**src/rtl/stream_demux_pkg.sv**
```systemverilog
// Shared types and helpers for the 1-to-N stream demultiplexer.
package stream_demux_pkg;

  // Packet-lock FSM states; also the type of the debug state output.
  typedef enum logic {
    IDLE   = 1'b0,
    LOCKED = 1'b1
  } fsm_e;

  localparam int CNT_W_DEFAULT = 16;

  // Select width for n channels, never narrower than one bit.
  function automatic int sel_w(input int n);
    int w;
    w = $clog2(n);
    return (w < 1) ? 1 : w;
  endfunction

endpackage

```
**src/rtl/stream_demux_1ton_slot.sv**
```systemverilog
// One-entry output register for a single demux channel.
// The parent only asserts fill when the slot is empty or draining this cycle,
// so a fill always wins and keeps valid high.
module demux_out_slot #(
  parameter int DATA_W = 8
) (
  input  logic              clk,
  input  logic              rst,
  input  logic              fill,
  input  logic [DATA_W-1:0] din,
  input  logic              ready,
  output logic              valid,
  output logic [DATA_W-1:0] data
);

  // Fill/drain register; data is left stale when the slot drains.
  always_ff @(posedge clk) begin
    if (rst) begin
      valid <= 1'b0;
      data  <= '0;
    end else if (fill) begin
      valid <= 1'b1;
      data  <= din;
    end else if (valid && ready) begin
      valid <= 1'b0;
    end
  end

endmodule

```
**src/rtl/stream_demux_1ton.sv**
```systemverilog
// Routes one valid/ready stream to N_CH registered output channels by in_sel.
// Out-of-range selects are accepted, discarded and counted in drop_cnt.
// Optional packet lock: define STREAM_DEMUX_PKT_LOCK_EN to hold the
// destination of the first beat of a packet until the beat with in_last=1.
//
// Handshake: a beat transfers on a clock edge where valid && ready. ready
// never depends on valid; a producer that raised valid holds its payload
// stable until the transfer. Each output slot transfers on
// out_valid[i] && out_ready[i].
module stream_demux_1ton
  import stream_demux_pkg::*;
#(
  parameter int DATA_W = 8,
  parameter int N_CH   = 4,
  parameter int SEL_W  = sel_w(N_CH),
  parameter int CNT_W  = CNT_W_DEFAULT
) (
  input  logic                   clk,
  input  logic                   rst,
  input  logic                   in_valid,
  output logic                   in_ready,
  input  logic [DATA_W-1:0]      in_data,
  input  logic [SEL_W-1:0]       in_sel,
  input  logic                   in_last,
  output logic [N_CH-1:0]        out_valid,
  input  logic [N_CH-1:0]        out_ready,
  output logic [N_CH*DATA_W-1:0] out_data,
  output logic [CNT_W-1:0]       drop_cnt,
  output logic                   err_bad_sel,
  output fsm_e                   dbg_state
);

  logic [SEL_W-1:0] dest;
  logic             bad_sel;
  logic             chan_ready;
  logic             accept;
  logic [N_CH-1:0]  fill;

`ifdef STREAM_DEMUX_PKT_LOCK_EN
  fsm_e             state_q, state_d;
  logic [SEL_W-1:0] lock_q, lock_d;

  // Lock state register.
  always_ff @(posedge clk) begin
    if (rst) begin
      state_q <= IDLE;
      lock_q  <= '0;
    end else begin
      state_q <= state_d;
      lock_q  <= lock_d;
    end
  end

  // Lock next state: first beat of a packet captures the select.
  always_comb begin
    state_d = state_q;
    lock_d  = lock_q;
    case (state_q)
      IDLE: begin
        if (accept) begin
          lock_d = in_sel;
          if (!in_last) state_d = LOCKED;
        end
      end
      LOCKED: begin
        if (accept && in_last) state_d = IDLE;
      end
      default: state_d = IDLE;
    endcase
  end

  assign dest      = (state_q == LOCKED) ? lock_q : in_sel;
  assign dbg_state = state_q;
`else
  logic unused_last;

  assign dest        = in_sel;
  assign dbg_state   = IDLE;
  assign unused_last = in_last;
`endif

  assign bad_sel = (32'(dest) >= N_CH);

  // Readiness of the addressed channel slot.
  always_comb begin
    chan_ready = 1'b0;
    for (int i = 0; i < N_CH; i++) begin
      if (dest == SEL_W'(i)) chan_ready = !out_valid[i] || out_ready[i];
    end
  end

  assign in_ready = !rst && (bad_sel || chan_ready);
  assign accept   = in_valid && in_ready;

  // One-hot fill strobe towards the addressed slot.
  always_comb begin
    fill = '0;
    for (int i = 0; i < N_CH; i++) begin
      fill[i] = accept && !bad_sel && (dest == SEL_W'(i));
    end
  end

  for (genvar g = 0; g < N_CH; g++) begin : g_slot
    demux_out_slot #(
      .DATA_W (DATA_W)
    ) u_slot (
      .clk   (clk),
      .rst   (rst),
      .fill  (fill[g]),
      .din   (in_data),
      .ready (out_ready[g]),
      .valid (out_valid[g]),
      .data  (out_data[g*DATA_W +: DATA_W])
    );
  end

  // Drop pulse and saturating drop counter.
  always_ff @(posedge clk) begin
    if (rst) begin
      err_bad_sel <= 1'b0;
      drop_cnt    <= '0;
    end else begin
      err_bad_sel <= accept && bad_sel;
      if (accept && bad_sel && (drop_cnt != {CNT_W{1'b1}})) begin
        drop_cnt <= drop_cnt + CNT_W'(1);
      end
    end
  end

endmodule

```
**config.mk**
```make
export PLATFORM = sky130hd
export DESIGN_NAME = stream_demux_1ton
export DESIGN_NICKNAME = d
export VERILOG_FILES = /design/src/rtl/stream_demux_pkg.sv /design/src/rtl/stream_demux_1ton_slot.sv /design/src/rtl/stream_demux_1ton.sv
export SDC_FILE = /design/constraint.sdc
export NUM_CORES = 1
export LEC_CHECK = 0
export ABC_AREA = 1
export CORE_ASPECT_RATIO = 0.9
export CORE_UTILIZATION = 44
export CTS_CLUSTER_SIZE = 14
export DETAILED_ROUTE_END_ITERATION = 16
export GPL_TIMING_DRIVEN = 0
export PLACE_DENSITY = 0.84
export SLEW_MARGIN = 40
export SYNTH_ARGS = -nofsm -noshare
export SYNTH_HDL_FRONTEND = slang
export SYNTH_SLANG_ARGS = --single-unit
```
**constraint.sdc**
```tcl
create_clock -name clk -period 1.6 [get_ports clk]
set_input_delay 0.16 -clock clk [delete_from_list [all_inputs] [get_ports clk]]
set_output_delay 0.16 -clock clk [all_outputs]
set_load 0.1 [all_outputs]
```
### Word-level counts from Yosys, hierarchy flattened

Cells that the tools add are included.

* output and inout bits: 55
* input port bits: 18
* flip-flop bits (word level): 36
* word-level logic and storage cells: 47

* equality and inequality tests: 3
* reductions and logical operators: 24
* muxes and demuxes: 12

Operator list (number)
* two-way mux 1 bit: 12
* logical AND 1 bit: 10
* nonzero test 2 bit: 4
* logical NOT 1 bit: 5
* equality test 2 bit, second input constant: 2
* logical OR 1 bit: 4
* equality test 2 x 1 -> 1 bit, second input constant: 1
* logical NOT 2 bit: 1

### Longest topological paths before layout

* word-level depth: 10
* mapped depth: 9
* mapped depth without buffers: 9

### By module

From an unflattened synthesis, not the netlist that was laid out.

* cells, all modules: 201
* area total of the unflattened synthesis: 1488.9 sq um

Modules (own cells, without submodules)
* demux_out_slot: sequential area each 180.2 sq um, cells an instance 38, area each 304.0 sq um, times used 4
* stream_demux_1ton: sequential area each 0.0 sq um, cells an instance 49, area each 272.8 sq um, times used 1

### Worst setup path before layout

OpenSTA, ideal clock, no wires.

* path type: flip-flop to flip-flop
* from: register g_slot[3].u_slot.valid
* to: register g_slot[0].u_slot.data[7]
* library setup time: 110 ps
* required time: 1490 ps
* stages on the path, launching flop included: 10
* arrival: 1184 ps
* path buffers: 1
* setup slack: 306 ps
* period minus slack after synthesis: 1294 ps
* cell sequence: dfxtp_1 -> inv_1 -> nor2_1 -> nand2_1 -> nand3_2 -> nor2_4 -> buf_6 -> nand4_1 -> nand2_1 -> nor2_1

* cells in the longest elaborated chain, start to end: 6

RTL lines
* start: declaration: RTL line stream_demux_1ton_slot.sv:12 `output logic valid,`
* start signal: assignment: RTL line stream_demux_1ton_slot.sv:19 `valid <= 1'b0;`
* start signal: assignment: RTL line stream_demux_1ton_slot.sv:22 `valid <= 1'b1;`
* start signal: assignment: RTL line stream_demux_1ton_slot.sv:25 `valid <= 1'b0;`
* logical NOT 1 bit: RTL line stream_demux_1ton.sv:88 `if (dest == SEL_W'(i)) chan_ready = !out_valid[i] || out_ready[i];`
* logical OR 1 bit: RTL line stream_demux_1ton.sv:88
* two-way mux 1 bit: RTL line stream_demux_1ton.sv:88
* logical AND 1 bit: RTL line stream_demux_1ton.sv:92 `assign in_ready = !rst && (bad_sel || chan_ready);`
* named net in_ready: RTL line stream_demux_1ton.sv:21 `output logic in_ready,`
* logical AND 1 bit: RTL line stream_demux_1ton.sv:93 `assign accept = in_valid && in_ready;`
* logical AND 1 bit: RTL line stream_demux_1ton.sv:99 `fill[i] = accept && !bad_sel && (dest == SEL_W'(i));`
* end signal: assignment: RTL line stream_demux_1ton_slot.sv:23 `data <= din;`
* end: declaration: RTL line stream_demux_1ton_slot.sv:13 `output logic [DATA_W-1:0] data`

The timed path passes the listed nets, and every way through them passes these cells.
A chain may end at the register's enable or synchronous reset.

### Worst setup path in the final report

* from: register g_slot[2].u_slot.valid
* to: output port in_ready

* cells in the longest elaborated chain, start to end: 5

RTL lines (RTL line)
* start: declaration: stream_demux_1ton_slot.sv:12
* start signal: assignment: stream_demux_1ton_slot.sv:19
* start signal: assignment: stream_demux_1ton_slot.sv:22
* start signal: assignment: stream_demux_1ton_slot.sv:25
* logical NOT 1 bit: stream_demux_1ton.sv:88
* logical OR 1 bit: stream_demux_1ton.sv:88
* two-way mux 1 bit (2 in a row): stream_demux_1ton.sv:88
* logical AND 1 bit: stream_demux_1ton.sv:92
* end: declaration: stream_demux_1ton.sv:21

No other way between the ends.

==> reports/qor.txt <==
Leakage -> 0.001430 uW
CP Buf/Inv Count -> 2
Largest net degree at the start of global routing -> 11
Core ar. -> 4184 um2
Num rows -> 22
Seq cells post-synth -> 36
Required time worst endpoint -> 1.44 ns
Worst hold path type -> in2reg
DRT antenna net count -> 0
CTS tree -> done
Via count -> 1,883
Post-DP HPWL -> 3290 um
Pre-Repair DR Iteration Count -> 4
Final Cycle Share -> 97.31%
First-pass GRT wire length -> 7044 um
Critical-path top delay cell -> dfxtp_1
Most common cell after layout, fill and taps aside -> inv_1
Design area -> 2625 um2
All-Layer GR Usage -> 19.61%
Fill count -> 396
Final-report setup violation count -> 0
Pwr Density -> 890.4 nW/um2
Fmax achieved -> 642.3 MHz
Worst ir drop on vdd -> 0.6965 mV
Avg WL per Cell -> 10.67 um
H-tree depth -> 2
Worst Setup Start Kind -> flip-flop
Final net count -> 385
Area growth, synth to finish -> 32.87%
GRT busiest layer -> met2
Share of cells above drive strength 1 -> 27.17%
Die Height -> 65.57 um
Clock Latency Late Sink -> 0.29 ns
Avg Inst Size Synth -> 7.006 um2
Synth area leader -> dfxtp_1
Global routing usage on met1 -> 22.86%
Post-layout min period -> 1.557 ns
Setup Skew -> 0.002271 ns
CP Cell Sequence -> nand2_1 > o21ai_1 > nor2_4 > buf_6 > buf_12
CTS max path bufs -> 2
CTS Hold Bufs -> 0
Met2 Use GR -> 32.59%
Clock-pin slew on the worst setup and hold paths -> 0.07 ns
CP max FO -> 6
Global route overflow -> 0
Die X -> 72.63 um
Met3 GRT Util -> 4.755%
Most frequent cells in the layout -> 63 x inv_1, 52 x nand2_1, 43 x nor2_1
Placer congestion estimate -> 0.8340
CTS Sinks -> 36
Synth unique cells -> 20
Sequential share of the synthesized area -> 36.48%
Area share of the largest cell type after synthesis -> 36.48%
I/O pin count -> 73
Worst setup EP type -> primary output
Starting Density -> 47.22%
Iteration-0 DRC Markers -> 70
Mapped Area -> 1976 um2
CTS root buffer -> clkbuf_8
Most area-consuming cells after synthesis -> dfxtp_1 36%, inv_1 12%, nand2_1 9.9%
Synth Warn # -> 0
Die Area -> 4762 um2
Design Power -> 2337 uW
Vias per cell -> 4.400
Cell count after synthesis -> 282
Slew Viols, Final -> 0
Slowest stage delay, CP -> 0.34 ns
Port-buffer cells -> 52
Status -> finished, final reports clean
N_diodes -> 0
Critical path's top delay family -> flip-flops
Maxcap violations -> 0
DRC Markers -> 0
Inserted Clock Buffers -> 5
CP arrival -> 1.40 ns
Fin. Hold Viols -> 0
Crit Path Class -> reg2out
Hold Slack -> 0.2137 ns
Vias in the first global route -> 1,607
DP Area -> 2450 um2
Setup TNS -> 0 ns
Initial antenna violation count -> 0
Routed WL -> 4567 um
-- logic make-up after synthesis --
family                 count (synthesis)  synth area share [%]
flip-flops                            36                 36.48
buffers and inverters                 99                 25.14
AO/OA/AOI/OAI                         13                 3.293
other                                  1                0.1898
AND/OR/NAND/NOR                      133                 34.90
-- where the power goes --
group	switching (uW)	internal, uW	total, uW
Combinational	564	166	731
Sequential	13.3	924	938
Clock	318	351	669
-- sequential cells by signal (all words and copies together), names as in the netlist --
signal               flops
g_slot.u_slot.data      32
g_slot.u_slot.valid      4
-- what timing repair did --
item                       4_1_cts  5_1_grt
setup buffers                    3        6
hold endpoints to repair         0        0
setup endpoints to repair        1        1
pin swaps                        2        2
resized for setup                6        2
gates cloned                     0        0
-- synthesized netlist by cell type --
master    instances
inv_1            63
nand2_1          52
nor2_1           44
dfxtp_1          36
buf_4            25
nand4_1          24
a21oi_1          12
inv_2             4
nand4_4           4
nor2_4            4
nand2_2           3
buf_2             2
buf_6             2
buf_1             1
bufinv_8          1
clkbuf_1          1
conb_1            1
nand3_2           1
nor2_8            1
o21ai_1           1
-- per-stage QoR --
step	util, %	setup WS (ns)	cells
floorplan	-	0.3057	299
global placement	62.98	-1.177	411
detailed placement	58.55	-0.4859	411
CTS	61.54	0.02207	422
global route	62.74	-0.007034	428
finish	62.74	0.04298	428
-- area by class of cell --
class | count | area (um2) | area share (%)
multi-input combinational | 164 | 824.5 | 31.41
sequential | 36 | 720.7 | 27.45
timing repair buffer | 61 | 417.9 | 15.92
inverter | 68 | 269.0 | 10.25
buffer | 31 | 227.7 | 8.675
clock buffer | 8 | 90.09 | 3.432
tap | 60 | 75.07 | 2.860
-- routing by layer --
metal / wire length, um / up-vias / share of wire (%)
li1: - / 973 / -
met1: 1960 / 831 / 43
met2: 2200 / 70 / 48
met3: 322 / 9 / 7.1
met4: 84 / 0 / 1.8
met5: 0 / - / 0
-- worst paths after layout --
| path | start | to | slack (ns) | cells after the start |
|---|---|---|---|---|
| worst max-delay path | g_slot[2].u_slot.valid | in_ready | 0.04 | 5 |
| worst min-delay path | rst | g_slot[1].u_slot.valid | 0.21 | 2 |
| worst max register to register | g_slot[2].u_slot.valid | g_slot[1].u_slot.data[6] | 0.11 | 9 |
| worst min register to register | g_slot[3].u_slot.data[5] | g_slot[3].u_slot.data[5] | 0.50 | 2 |
Power figures use the tool's default switching activity.
